### src/rtl/fp_pkg.sv
// Shared types and constants for the single-precision Booth multiplier.
package fp_pkg;

    localparam int unsigned EXP_BIAS     = 127;
    localparam int unsigned EXP_W        = 8;
    localparam int unsigned FRC_W        = 23;
    localparam int unsigned BOOTH_DIGITS = 13;

    typedef enum logic [1:0] {
        IDLE,
        CALC,
        DONE
    } state_t;

    // Unbiased sum eX + eY - bias, two's complement, two guard bits wide.
    function automatic logic [EXP_W+1:0] exp_add(input logic [EXP_W-1:0] a,
                                                 input logic [EXP_W-1:0] b);
        return {2'b00, a} + {2'b00, b} - (EXP_W + 2)'(EXP_BIAS);
    endfunction

endpackage

### src/rtl/booth_r4_digit.sv
// Radix-4 Booth digit decode: 3-bit multiplier window to sign/magnitude selects.
module booth_r4_digit (
    input  logic [2:0] i_window,
    output logic       o_neg,
    output logic       o_one,
    output logic       o_two
);

    // Digit value = -2*w[2] + w[1] + w[0]; window 3'b111 is zero, so no negation there.
    always_comb begin
        o_neg = i_window[2] & ~(i_window[1] & i_window[0]);
        o_one = i_window[1] ^ i_window[0];
        o_two = (i_window[2] & ~i_window[1] & ~i_window[0]) |
                (~i_window[2] & i_window[1] & i_window[0]);
    end

endmodule

### src/rtl/fp_mul_booth_seq.sv
// Sequential radix-4 Booth significand multiplier for IEEE-754 single precision.
// Produces the raw 48-bit product, sign and unbiased exponent sum; normalize and
// round live downstream.
module fp_mul_booth_seq
    import fp_pkg::*;
#(
    parameter int unsigned MAN_W = 24
) (
    input  logic                 clk,
    input  logic                 rst,
    input  logic                 in_valid,
    output logic                 in_ready,
    input  logic [31:0]          fp_X,
    input  logic [31:0]          fp_Y,
    output logic                 out_valid,
    input  logic                 out_ready,
    output logic [2*MAN_W-1:0]   frc_Z_full,
    output logic                 sign_Z,
    output logic [EXP_W+1:0]     exp_sum,
    output logic                 flush,
    output logic                 special
);

    localparam int unsigned ACC_W = 2 * MAN_W + 2;   // signed partial sums need headroom
    localparam int unsigned REC_W = MAN_W + 3;       // {2'b00, mant_Y, 1'b0}

    state_t              r_state;
    state_t              w_state_next;
    logic [ACC_W-1:0]    r_acc;
    logic [ACC_W-1:0]    r_mcand;
    logic [REC_W-1:0]    r_rec;
    logic [3:0]          r_cnt;
    logic                r_sign;
    logic [EXP_W+1:0]    r_exp;
    logic                r_flush;
    logic                r_special;

    logic [EXP_W-1:0]    w_ex;
    logic [EXP_W-1:0]    w_ey;
    logic                w_special;
    logic                w_flush;
    logic                w_xfer;
    logic                w_last;
    logic                w_neg;
    logic                w_one;
    logic                w_two;
    logic [ACC_W-1:0]    w_mag;
    logic [ACC_W-1:0]    w_acc_next;
    logic [1:0]          w_unused_acc_msb;

    assign w_ex      = fp_X[30:23];
    assign w_ey      = fp_Y[30:23];
    assign w_special = (w_ex == 8'hFF) | (w_ey == 8'hFF);
    assign w_flush   = ~w_special & ((w_ex == 8'h00) | (w_ey == 8'h00));
    assign w_xfer    = in_valid & (r_state == IDLE);
    assign w_last    = (r_cnt == 4'(BOOTH_DIGITS - 1));

    // The recoder window always sits in the low bits; r_rec shifts right by one digit per cycle.
    booth_r4_digit u_digit (
        .i_window (r_rec[2:0]),
        .o_neg    (w_neg),
        .o_one    (w_one),
        .o_two    (w_two)
    );

    // Partial product select and accumulate; r_mcand already carries the 2*i shift.
    always_comb begin
        w_mag = '0;
        if (w_two) begin
            w_mag = {r_mcand[ACC_W-2:0], 1'b0};
        end else if (w_one) begin
            w_mag = r_mcand;
        end
        w_acc_next = w_neg ? (r_acc - w_mag) : (r_acc + w_mag);
    end

    // State register.
    always_ff @(posedge clk or posedge rst) begin
        if (rst) begin
            r_state <= IDLE;
        end else begin
            r_state <= w_state_next;
        end
    end

    // Next-state and handshake outputs; in_ready depends only on state, never on out_ready.
    always_comb begin
        w_state_next = r_state;
        in_ready     = 1'b0;
        out_valid    = 1'b0;
        unique case (r_state)
            IDLE: begin
                in_ready = 1'b1;
                if (w_xfer) begin
                    w_state_next = (w_flush | w_special) ? DONE : CALC;
                end
            end
            CALC: begin
                if (w_last) begin
                    w_state_next = DONE;
                end
            end
            DONE: begin
                out_valid = 1'b1;
                if (out_ready) begin
                    w_state_next = IDLE;
                end
            end
            default: w_state_next = IDLE;
        endcase
    end

    // Operand capture on transfer, one Booth digit per CALC cycle; held untouched in DONE.
    always_ff @(posedge clk or posedge rst) begin
        if (rst) begin
            r_acc     <= '0;
            r_mcand   <= '0;
            r_rec     <= '0;
            r_cnt     <= '0;
            r_sign    <= 1'b0;
            r_exp     <= '0;
            r_flush   <= 1'b0;
            r_special <= 1'b0;
        end else if (w_xfer) begin
            r_acc     <= '0;
            r_cnt     <= '0;
            r_mcand   <= {{(ACC_W - MAN_W){1'b0}}, 1'b1, fp_X[FRC_W-1:0]};
            r_rec     <= {2'b00, 1'b1, fp_Y[FRC_W-1:0], 1'b0};
            r_sign    <= fp_X[31] ^ fp_Y[31];
            r_exp     <= exp_add(w_ex, w_ey);
            r_flush   <= w_flush;
            r_special <= w_special;
        end else if (r_state == CALC) begin
            r_acc   <= w_acc_next;
            r_mcand <= {r_mcand[ACC_W-3:0], 2'b00};
            r_rec   <= {2'b00, r_rec[REC_W-1:2]};
            r_cnt   <= r_cnt + 4'd1;
        end
    end

    // The final sum is the non-negative product; the two guard bits end at zero.
    assign w_unused_acc_msb = r_acc[ACC_W-1:ACC_W-2];

    assign frc_Z_full = r_acc[2*MAN_W-1:0];
    assign sign_Z     = r_sign;
    assign exp_sum    = r_exp;
    assign flush      = r_flush;
    assign special    = r_special;

endmodule
### config.mk
export PLATFORM = sky130hd
export DESIGN_NAME = fp_mul_booth_seq
export DESIGN_NICKNAME = d
export VERILOG_FILES = /design/src/rtl/fp_pkg.sv /design/src/rtl/booth_r4_digit.sv /design/src/rtl/fp_mul_booth_seq.sv
export SDC_FILE = /design/constraint.sdc
export NUM_CORES = 1
export LEC_CHECK = 0
export ABC_AREA = 0
export BUFFER_PORTS_ARGS = -buffer_cell sky130_fd_sc_hd__clkbuf_2
export CORE_AREA = 2 2 122 184
export DETAILED_ROUTE_END_ITERATION = 10
export DIE_AREA = 0 0 124 186
export PLACE_DENSITY = 0.75
export SYNTH_ARGS = -nofsm -noshare
export SYNTH_HDL_FRONTEND = slang
export SYNTH_SLANG_ARGS = --single-unit
### constraint.sdc
create_clock -name clk -period 5.6 [get_ports clk]
set_input_delay 0.28 -clock clk [delete_from_list [all_inputs] [get_ports clk]]
set_output_delay 0.28 -clock clk [all_outputs]
set_load 0.01 [all_outputs]
Word-level counts from Yosys, hierarchy flattened
Index checks and enable logic that the tools add are counted.

Memory bits (read-only): 0. Bits in writable memories: 0. Flip-flop bits (word level): 146. Memories kept: 0. Bits of input ports: 68. Word-level logic and storage cells: 64. Output and inout bits: 63. Latch bits: 0.

Magnitude comparators: 0. Bitwise gates (word level): 19. Equality and inequality tests: 8. Multiply operators: 0. Mux-type cells: 18. Reduce and logical (&&, ||, !) cells: 5. Shift operators: 0. Add/sub/neg operators: 5. Divide/modulo/power cells: 0.

Operators with widths (count): two-way mux 50 bit (7); two-way mux 27 bit (2); adder 50 bit (1); subtractor 50 bit (1); equality test 8 bit, second input constant (2); logical NOT 8 bit (2); subtractor 9 x 7 -> 10 bit, second input constant (1); adder 8 x 8 -> 9 bit (1); bitwise AND 1 bit (8); two-way mux 2 bit (4); two-way mux 4 bit (2); inequality test 2 bit, second input constant (3); one-hot mux 2 bit (3 select lines) (1); inverter 1 bit (5); adder 4 x 1 -> 4 bit, second input constant (1); equality test 4 bit, second input constant (1); OR 1 bit (4); AND reduction 3 bit (1); equality test 2 x 1 -> 1 bit, second input constant (1); equality test 2 bit, second input constant (1); logical NOT 2 bit (1); two-way mux 1 bit (2); nonzero test 2 bit (1); XOR 1 bit (2).

Longest topological paths before layout
Gate-level depths: netlist of the first run.

Depth after elaboration: 9. Mapped depth: 25. Depth with buffers taken out: 21.

Hierarchy
Synthesis of the first run repeated with hierarchy kept, for this count alone.

Cells, all modules: 1346. Area, all modules: 10714.0 um^2.

By module, submodules not included: fp_mul_booth_seq (area an instance 10672.7 um^2, cells each 1341, seq. area each 3503.4 um^2, instances 1); booth_r4_digit (area an instance 41.3 um^2, cells each 5, seq. area each 0.0 um^2, instances 1).

Least setup slack after synthesis of the first run
OpenSTA, ideal clock, no wires.

Path type: reg-to-reg. From: register r_rec[0]. To: register r_acc[45]. Data arrival time: 4.846 ns. Buffers on the path: 4. Slack: 0.619 ns. Cell stages (with the launch flop): 26. Period minus slack after synthesis: 4.981 ns. Setup time: 0.135 ns. Cell sequence: dfrtp_1 > or3b_1 > and2_1 > buf_2 > buf_2 > clkbuf_1 > and3_1 > a21oi_1 > ha_1 > nand3_1 > nor3_2 > nand2_1 > o31a_1 > a21oi_1 > xnor2_1 > ha_1 > clkbuf_1 > a21o_1 > a21o_1 > a21o_1 > a211o_1 > a21oi_1 > o21ai_0 > a21oi_1 > xnor2_1 > o21ai_0.

Word-level cells in the longest chain between the ends: 8. Elaborated cells between the ends (all ways): 15. Those cells by class: add/sub (2); mux (5); bitwise (8).

RTL lines: start, declared (line fp_mul_booth_seq.sv:31) `logic [REC_W-1:0] r_rec;`; start signal, assigned (line fp_mul_booth_seq.sv:128) `r_rec <= {2'b00, 1'b1, fp_Y[FRC_W-1:0], 1'b0};`; start signal, assigned (line fp_mul_booth_seq.sv:136) `r_rec <= {2'b00, r_rec[REC_W-1:2]};`; inverter 1 bit (line booth_r4_digit.sv:13) `o_two = (i_window[2] & ~i_window[1] & ~i_window[0]) |`; bitwise AND 1 bit (line booth_r4_digit.sv:13); OR 1 bit (line booth_r4_digit.sv:13); two-way mux 50 bit (line fp_mul_booth_seq.sv:69) `if (w_two) begin`; adder 50 bit or subtractor 50 bit (tied branches) (line fp_mul_booth_seq.sv:74) `w_acc_next = w_neg ? (r_acc - w_mag) : (r_acc + w_mag);`; two-way mux 50 bit * (line fp_mul_booth_seq.sv:74); two-way mux 50 bit * (line fp_mul_booth_seq.sv:133) `end else if (r_state == CALC) begin`; two-way mux 50 bit * (line fp_mul_booth_seq.sv:124) `end else if (w_xfer) begin`; end signal, assigned (line fp_mul_booth_seq.sv:134) `r_acc <= w_acc_next;`; end, declared (line fp_mul_booth_seq.sv:29) `logic [ACC_W-1:0] r_acc;`.

Every way passes the cells marked *; elsewhere a longest branch is shown, timed or not. The select of a mux whose other input is x is not followed. A chain may end at the register's enable or synchronous reset.

Worst setup path after layout of the first run
From: register r_rec[1]. To: register r_acc[46].

Word-level cells in the longest chain between the ends: 9. Elaborated cells between the ends (all ways): 17. Those cells by class: add/sub (2); mux (5); bitwise (10).

RTL lines (line): inverter 1 bit (booth_r4_digit.sv:13); bitwise AND 1 bit (2 in a row) (booth_r4_digit.sv:13); OR 1 bit (booth_r4_digit.sv:13); two-way mux 50 bit (fp_mul_booth_seq.sv:69); adder 50 bit or subtractor 50 bit (tied branches) (fp_mul_booth_seq.sv:74); two-way mux 50 bit * (fp_mul_booth_seq.sv:74); two-way mux 50 bit * (fp_mul_booth_seq.sv:133); two-way mux 50 bit * (fp_mul_booth_seq.sv:124).

Marked as above.

==> results of run 1 <==
-- logic make-up (layout without fill, tap and decap cells) --
kind of cell / Yosys count / after routing / share of synthesized area
AO/OA/AOI/OAI: 488 / 488 / 0.273
XOR/XNOR: 92 / 92 / 0.0691
adder cells (fa/ha/maj): 69 / 69 / 0.0753
buffers and inverters: 144 / 239 / 0.0531
flip-flops: 140 / 140 / 0.301
multiplexers: 6 / 6 / 0.00547
AND/OR/NAND/NOR: 545 / 545 / 0.223
-- final cells by class --
cell class,instances,area (µm²)
well taps,272,340
multi-input cells,1200,7640
clock buffers,19,453
repair buffers,171,983
clock inverters,13,108
inverters,36,144
flip-flops and latches,140,3500
fillers,1925,8300
-- state kept, by name, indices dropped and copies added (netlist names) --
name and count:
r_acc 48, r_mcand 48, r_rec 25, exp_sum 10, r_cnt 4, r_state 2
flush 1, sign_Z 1, special 1
-- timing repair --
| action | 4_1_cts | 5_1_grt |
|---|---|---|
| endpoints found under the setup margin | 0 | 12 |
| buffers inserted | 0 | 5 |
| resized for setup | 0 | 18 |
-- per-layer routing --
metal  GRT usage  routed length (µm)
met5           0                   0
met3      0.0561                2060
met1       0.363               13800
met2       0.527               17100
met4       0.135                1410
-- through the flow --
stage,util,cell area [µm²]
final,0.614,13200
after global placement,0.582,12500
after global routing,0.614,13200
after CTS,0.608,13000
after detailed placement,0.582,12500
after floorplan,-,11700
-- worst max-delay path: stages (launching register included) --
cell       delay, ns
dfrtp_1         0.47
buf_4           0.24
or2_1           0.37
a2bb2oi_1       0.20
o221ai_2        0.33
nand3_1         0.25
nor4_4          0.46
a41o_1          0.28
and2_1          0.22
xnor2_1         0.14
ha_1            0.25
and3_1          0.22
and2_1          0.21
a221oi_2        0.35
o221ai_1        0.20
and3b_1         0.22
or3_1           0.39
a21o_1          0.19
mux2i_1         0.16
nand3_1         0.10
-- worst paths after layout --
path	from	endpoint	depth (start not counted)	slack, ns
setup / recovery	r_rec[1]$_DFFE_PP0P_	r_acc[46]$_DFFE_PP0P_	19	0.22
setup reg to reg	r_rec[1]$_DFFE_PP0P_	r_acc[46]$_DFFE_PP0P_	19	0.22
min in group clk	fp_Y[22]	r_rec[23]$_DFFE_PP0P_	3	0.03
max in group asynchronous	rst	r_acc[36]$_DFFE_PP0P_	3	4.46
hold / removal	rst	r_rec[24]$_DFFE_PP0P_	2	-0.007
hold reg to reg	r_rec[14]$_DFFE_PP0P_	r_rec[14]$_DFFE_PP0P_	2	0.48
-- cells in the final DEF (no fill, tap or decap), drive strengths merged, types with 24 or more instances in the layout --
cell type | Yosys | final
nor3 | 24 | 24
xor2 | 46 | 46
inv | 36 | 40
clkbuf | 74 | 149
o21ai | 125 | 125
a22oi | 53 | 53
nand3 | 59 | 59
nor2 | 50 | 50
a21oi | 126 | 126
ha | 67 | 67
dfrtp | 140 | 140
a21o | 28 | 28
nand2 | 276 | 276
xnor2 | 46 | 46
buf | 34 | 41
==> impl_metrics.env, run 1 <==
export IMPL_synth_distinct_cells=81
export IMPL_max_cap_violations=0
export IMPL_fp_dieW_um=124
export IMPL_violations="negative hold slack"
export IMPL_numCtsBuffers=17
export IMPL_required_ns=5.92
export IMPL_firstDrtPassIters=8
export IMPL_drive_gt1_frac=0.160
export IMPL_globalRouteOverflowTotal=0
export IMPL_synth_most_common_cell="nand2_1"
export IMPL_portBuffers=130
export IMPL_num_rows=66
export IMPL_fp_dieH_um=186
export IMPL_grt_max_degree=93
export IMPL_final_max_slew_violation_count=0
export IMPL_worstMarginPinSlew_ns=1.10
export IMPL_outcome="complete, but fails checks"
export IMPL_ys_flop_type="dfrtp_1"
export IMPL_syn_to_final_growth_pct=13.0
export IMPL_post_place_ws_ns=0.202
export IMPL_postRouteAntennaNets=0
export IMPL_synth_top_cell_by_area="dfrtp_1"
export IMPL_tns_ns=0
export IMPL_period_minus_slack_ns=5.38
export IMPL_wire_per_inst_um=18.6
export IMPL_design_core_area_um2=21500
export IMPL_critPathMaxFanout=15
export IMPL_cts_tree="yes"
export IMPL_via_per_inst=6.32
export IMPL_setup_ws_ns=0.223
export IMPL_gp_congestion=0.985
export IMPL_async_flop_share=1.00
export IMPL_die_area_um2=23100
export IMPL_slew_headroom=0.264
export IMPL_crit_arrival_ns=5.70
export IMPL_synth_common_cells="276 x nand2_1, 140 x dfrtp_1, 125 x a21oi_1"
export IMPL_synth_edff_count=0
export IMPL_clk_pin_slew_ns=0.06
export IMPL_grt_pass1_vias=11500
export IMPL_synth_area_leaders="dfrtp_1 30%, nand2_1 8.9%, ha_1 7.2%"
export IMPL_dp_cells=1814
export IMPL_pin_count=131
export IMPL_grt_pass1_wl_mm=55.7
export IMPL_startpoint_type="register"
export IMPL_synth_seq_area_share=0.301
export IMPL_syn_cell_area_um2=11700
export IMPL_cp_end_kind="register"
export IMPL_drtIter0Drc=1131
export IMPL_yosys_register_bits=140
export IMPL_worst_hold_slack_ns=-0.00664
export IMPL_root_buffer="clkbuf_16"
export IMPL_fin_crit_sh=0.960
export IMPL_wirelength_mm=34.4
export IMPL_grt_use_total=0.304
export IMPL_clk_latency_ns=0.45
export IMPL_cts_hold_buf=0
export IMPL_synth_top_area_frac=0.301
export IMPL_start_util=0.543
export IMPL_via_count=11700
export IMPL_drc_errors=0
export IMPL_min_path_type="input port to async pin"
export IMPL_cts_path_max_buffers=2
export IMPL_skew_ns=0.0119
export IMPL_critical_path_class="register to register"
export IMPL_synth_nets=1621
export IMPL_fmax_ghz=0.186
export IMPL_cts_sinks=140
export IMPL_hold_viol=1
export IMPL_yosys_warnings=0
export IMPL_layout_cells_non_filler=1851
export IMPL_htreeDepth=4
export IMPL_synth_area_per_cell_um2=7.86
export IMPL_final_nets=1703
export IMPL_dp_hpwl_mm=24.6
export IMPL_setup_viol=0
export IMPL_antenna_found_initial=0
export IMPL_antenna_cells=0
export IMPL_synthesis_instances=1484
Power of run 1 is not shown: default switching activity piles up to over one toggle a cycle in this logic, so the estimate is an artifact.
==> run 2, diff against run 1 <==
- BUFFER_PORTS_ARGS: -buffer_cell sky130_fd_sc_hd__clkbuf_2 -> not set
- DONT_BUFFER_PORTS: not set -> 1
- PLACE_DENSITY: 0.75 -> 0.81
==> impl_metrics.env, run 2 (synthesis results as in run 1) <==
export IMPL_setup_viol=0
export IMPL_dp_hpwl_mm=24.1
export IMPL_path_delay_family="simple AND/OR/NAND/NOR gates"
export IMPL_root_buffer="clkbuf_16"
export IMPL_critical_path_class="register to register"
export IMPL_multi_input_area_um2=7590
export IMPL_critPathMaxFanout=51
export IMPL_rr_startpoint="r_rec[0]$_DFFE_PP0P_"
export IMPL_rsz0062_at_grt="false"
export IMPL_fp_dieW_um=124
export IMPL_firstDrtPassIters=6
export IMPL_cp_end_kind="register"
export IMPL_nFillCells=1926
export IMPL_wl_met1_mm=13.5
export IMPL_skew_ns=0.0178
export IMPL_via_per_inst=6.46
export IMPL_globalRouteOverflowTotal=0
export IMPL_num_rows=66
export IMPL_routed_top_layer="met4"
export IMPL_grt_use_total=0.305
export IMPL_slowest_stage="nor4_4"
export IMPL_drive_gt1_frac=0.0713
export IMPL_grt_pass1_wl_mm=55.3
export IMPL_wl_met2_mm=17.3
export IMPL_grt_pass1_vias=11100
export IMPL_seqCellArea_um2=3500
export IMPL_via_count=11400
export IMPL_fp_dieH_um=186
export IMPL_outcome="finished clean"
export IMPL_path_cells="buf_12 > or2_2 > a2bb2oi_1 > o221ai_2 > nand3_2 > nor4_4 > buf_4 > and2_1 > a31oi_1 > xor2_1 > ha_1 > a21oi_1 > o21ai_0 > a221oi_2 > o221ai_1 > and3b_1 > or3_1 > a21o_1 > mux2i_1 > nand3_1"
export IMPL_pin_count=131
export IMPL_rr_endpoint="r_acc[46]$_DFFE_PP0P_"
export IMPL_final_nets=1611
export IMPL_path_buf_inv=2
export IMPL_cpPeakStageDelay_ns=0.43
export IMPL_slew_headroom=0.246
export IMPL_start_util=0.543
export IMPL_clk_latency_ns=0.45
export IMPL_dr_wl_met3_mm=1.89
export IMPL_tns_ns=0
export IMPL_hp_start="fp_Y[13]"
export IMPL_htreeDepth=4
export IMPL_hold_viol=0
export IMPL_clk_pin_slew_ns=0.07
export IMPL_required_ns=5.93
export IMPL_max_cap_violations=0
export IMPL_reg2regPathDepth=20
export IMPL_fmax_ghz=0.189
export IMPL_cp_num_cells=20
export IMPL_min_path_type="input port to register"
export IMPL_startpoint_type="register"
export IMPL_crit_arrival_ns=5.61
export IMPL_layout_commonest_cell="nand2_1"
export IMPL_antenna_found_initial=0
export IMPL_wirelength_mm=34.2
export IMPL_fin_crit_sh=0.943
export IMPL_hold_depth=2
export IMPL_period_minus_slack_ns=5.28
export IMPL_largestRegisters="r_acc: 48 flops, r_mcand: 48 flops, r_rec: 25 flops"
export IMPL_r2r_slack_ns=0.32
export IMPL_cts_path_max_buffers=2
export IMPL_die_area_um2=23100
export IMPL_gp_congestion=1.00
export IMPL_numCtsBuffers=17
export IMPL_wire_per_inst_um=19.5
export IMPL_hold_end="r_rec[14]$_DFFE_PP0P_"
export IMPL_portBuffers=0
export IMPL_drc_errors=0
export IMPL_post_place_ws_ns=0.241
export IMPL_design_core_area_um2=21500
export IMPL_cts_tree="yes"
export IMPL_worstMarginPinSlew_ns=1.13
export IMPL_drtIter0Drc=1306
export IMPL_postRouteAntennaNets=0
export IMPL_cts_sinks=140
export IMPL_antenna_cells=0
export IMPL_setup_ws_ns=0.322
export IMPL_grt_max_degree=87
export IMPL_syn_to_final_growth_pct=10.3
export IMPL_final_max_slew_violation_count=0
export IMPL_final_cell_mix="275 x nand2_1, 140 x dfrtp_1, 125 x a21oi_1, 121 x o21ai_0, 66 x ha_1"
[run 2: what timing repair did]
| action | CTS | global route |
|---|---|---|
| endpoints found under the hold margin | 128 | 0 |
| endpoints found under the setup margin | 0 | 11 |
| gates resized for setup | 0 | 7 |
| hold buffers | 46 | 0 |
| buffers inserted | 0 | 1 |
[run 2: layout make-up]
type                       count  share of cell area
clock buffer                  18              0.0341
clock inverter                14              0.0103
inverter                      36              0.0109
multi-input combinational   1200               0.590
sequential                   140               0.272
tap                          272              0.0265
timing repair buffer          79              0.0560
[run 2: through the flow]
stage,hold WS (ns),cells,cell area (µm²),util
2_1_floorplan,0.385,1484,11700,-
3_3_place_gp,0.329,1680,11800,0.549
3_5_place_dp,0.338,1680,11800,0.549
4_1_cts,0.0169,1758,12800,0.597
5_1_grt,0.0319,1759,12900,0.599
6_report,0.0293,1759,12900,0.599
[run 2: worst max path at each step]
stage                     slack, ns               endpoint                 start
final                          0.32  r_acc[46]$_DFFE_PP0P_  r_rec[0]$_DFFE_PP0P_
after global routing          0.009  r_acc[47]$_DFFE_PP0P_  r_rec[0]$_DFFE_PP0P_
after global placement         0.33  r_acc[47]$_DFFE_PP0P_  r_rec[0]$_DFFE_PP0P_
after floorplan                0.62  r_acc[45]$_DFFE_PP0P_  r_rec[0]$_DFFE_PP0P_
after detailed placement       0.24  r_acc[44]$_DFFE_PP0P_  r_rec[0]$_DFFE_PP0P_
after CTS                      0.21  r_acc[46]$_DFFE_PP0P_  r_rec[0]$_DFFE_PP0P_
[run 2: routing by layer]
metal / vias up / track usage
met5: - / 0
li1: 5370 / -
met3: 115 / 0.0484
met2: 448 / 0.530
met4: 0 / 0.150
met1: 5426 / 0.359
Power of run 2 is left out for the same reason.
==> run 3, diff against run 2 <==
- CELL_PAD_IN_SITES_DETAIL_PLACEMENT: not set -> 1
- CELL_PAD_IN_SITES_GLOBAL_PLACEMENT: not set -> 1
- CORE_AREA: 2 2 122 184 -> 2 2 129 194
- DIE_AREA: 0 0 124 186 -> 0 0 131 196
- PLACE_DENSITY: 0.81 -> 0.92
- REMOVE_ABC_BUFFERS: not set -> 1
==> impl_metrics.env, run 3 (synthesis results as in run 1) <==
export IMPL_setup_viol=0
export IMPL_critical_path_class="register to register"
export IMPL_final_area_um2=13100
export IMPL_antenna_found_initial=0
export IMPL_wirelength_mm=40.9
export IMPL_setup_ws_ns=0.148
export IMPL_hold_viol=0
export IMPL_slowest_stage="dfrtp_2"
export IMPL_clk_pin_slew_ns=0.07
export IMPL_crit_path_end="r_acc[45]$_DFFE_PP0P_"
export IMPL_die_area_um2=25700
export IMPL_globalRouteOverflowTotal=0
export IMPL_pin_count=131
export IMPL_antenna_cells=0
export IMPL_gp_congestion=0.994
export IMPL_drc_errors=0
export IMPL_largestRegisters="r_acc: 48 flops, r_mcand: 48 flops, r_rec: 25 flops"
export IMPL_cts_tree="yes"
export IMPL_crit_arrival_ns=5.75
export IMPL_skew_ns=0.0144
export IMPL_period_minus_slack_ns=5.45
export IMPL_post_route_util=0.544
export IMPL_grt_use_total=0.315
export IMPL_root_buffer="clkbuf_16"
export IMPL_layout_commonest_cell="nand2_1"
export IMPL_cp_end_kind="register"
export IMPL_reg2regPathDepth=20
export IMPL_outcome="finished clean"
export IMPL_grt_pass1_vias=12700
export IMPL_grt_max_degree=87
export IMPL_dp_hpwl_mm=27.5
export IMPL_rr_startpoint="r_rec[1]$_DFFE_PP0P_"
export IMPL_final_nets=1621
export IMPL_portBuffers=0
export IMPL_numCtsBuffers=17
export IMPL_clk_latency_ns=0.45
export IMPL_grt_pass1_wl_mm=64.6
export IMPL_final_cell_mix="274 x nand2_1, 138 x dfrtp_1, 124 x a21oi_1, 119 x o21ai_0, 65 x ha_1"
export IMPL_cpPeakStageDelay_ns=0.49
export IMPL_r2r_slack_ns=0.15
export IMPL_wire_per_inst_um=22.5
export IMPL_worst_hold_slack_ns=0.0275
export IMPL_via_count=12000
export IMPL_startpoint="r_rec[1]$_DFFE_PP0P_"
export IMPL_syn_to_final_growth_pct=12.3
export IMPL_cts_sinks=140
export IMPL_placed_cell_area_um2=11900
export IMPL_num_rows=70
export IMPL_final_max_slew_violation_count=0
export IMPL_drive_gt1_frac=0.0835
export IMPL_fp_dieW_um=131
export IMPL_critPathMaxFanout=13
export IMPL_fin_crit_sh=0.974
export IMPL_cts_path_max_buffers=2
export IMPL_slew_headroom=0.223
export IMPL_path_cells="or2_1 > buf_4 > a2bb2oi_1 > o221ai_2 > nand4_2 > nor2_1 > nand2_1 > o31a_1 > a21oi_1 > xnor2_1 > ha_1 > a21o_1 > a21o_1 > a21o_1 > a211o_1 > a21oi_1 > o21ai_0 > a21oi_1 > xnor2_1 > o21ai_0"
export IMPL_postRouteAntennaNets=0
export IMPL_max_cap_violations=0
export IMPL_post_place_ws_ns=0.172
export IMPL_drtIter0Drc=976
export IMPL_min_path_type="input port to register"
export IMPL_required_ns=5.90
export IMPL_fmax_ghz=0.183
export IMPL_worstMarginPinSlew_ns=1.16
export IMPL_rr_endpoint="r_acc[45]$_DFFE_PP0P_"
export IMPL_design_core_area_um2=24100
export IMPL_firstDrtPassIters=5
export IMPL_start_util=0.484
export IMPL_htreeDepth=4
export IMPL_startpoint_type="register"
export IMPL_fp_dieH_um=196
export IMPL_via_per_inst=6.61
## run 3: what timing repair did
| item | in CTS | in global routing |
|---|---|---|
| setup endpoints to repair | 0 | 14 |
| hold endpoints to repair | 118 | 1 |
| hold buffers | 44 | 1 |
| gates resized for setup | 0 | 20 |
| setup buffers | 0 | 5 |
## run 3: stage by stage
stage	setup TNS, ns	cells
after floorplan	-49.84	1376
after global routing	-0.0129	1821
after global placement	0	1739
after detailed placement	0	1739
final	0	1821
after CTS	0	1815
## run 3: layer usage
layer  global-route usage  wire length (µm)
met1                0.351             15400
met2                0.551             20600
met3               0.0633              2300
met4                0.176              2510
met5                    0                 0
## run 3: how the worst min path moves through the flow
stage	end	cells after the start	slack, ns	start
finish	sign_Z$_DFFE_PP0P_	2	0.03	fp_X[31]
global route	r_rec[1]$_DFFE_PP0P_	2	0.004	fp_Y[0]
CTS	r_rec[11]$_DFFE_PP0P_	2	0.003	fp_Y[10]
detailed placement	r_rec[17]$_DFFE_PP0P_	1	0.30	rst
global placement	r_rec[17]$_DFFE_PP0P_	1	0.29	rst
floorplan	r_mcand[0]$_DFFE_PP0P_	2	0.39	fp_X[0]
## run 3: final cells by class
| class | instances | area [µm²] |
|---|---|---|
| fill | 2930 | 11000 |
| clock buffer | 20 | 457 |
| sequential | 140 | 3510 |
| multi-input combinational | 1200 | 7630 |
| clock inverter | 12 | 149 |
| tap | 324 | 405 |
| inverter | 36 | 141 |
| timing repair buffer | 89 | 806 |
## run 3: worst max-delay path, delay by kind of cell (launching register included)
| family | cells | cell delay [ns] |
|---|---|---|
| AOI/OAI and AO/OA | 12 | 2.68 |
| xor gates and xnor gates | 2 | 0.37 |
| adders and majority gates | 1 | 0.36 |
| buffers and inverters | 1 | 0.26 |
| DFF | 1 | 0.49 |
| and+or+nand+nor | 4 | 1.13 |
Power of run 3 is left out for the same reason.
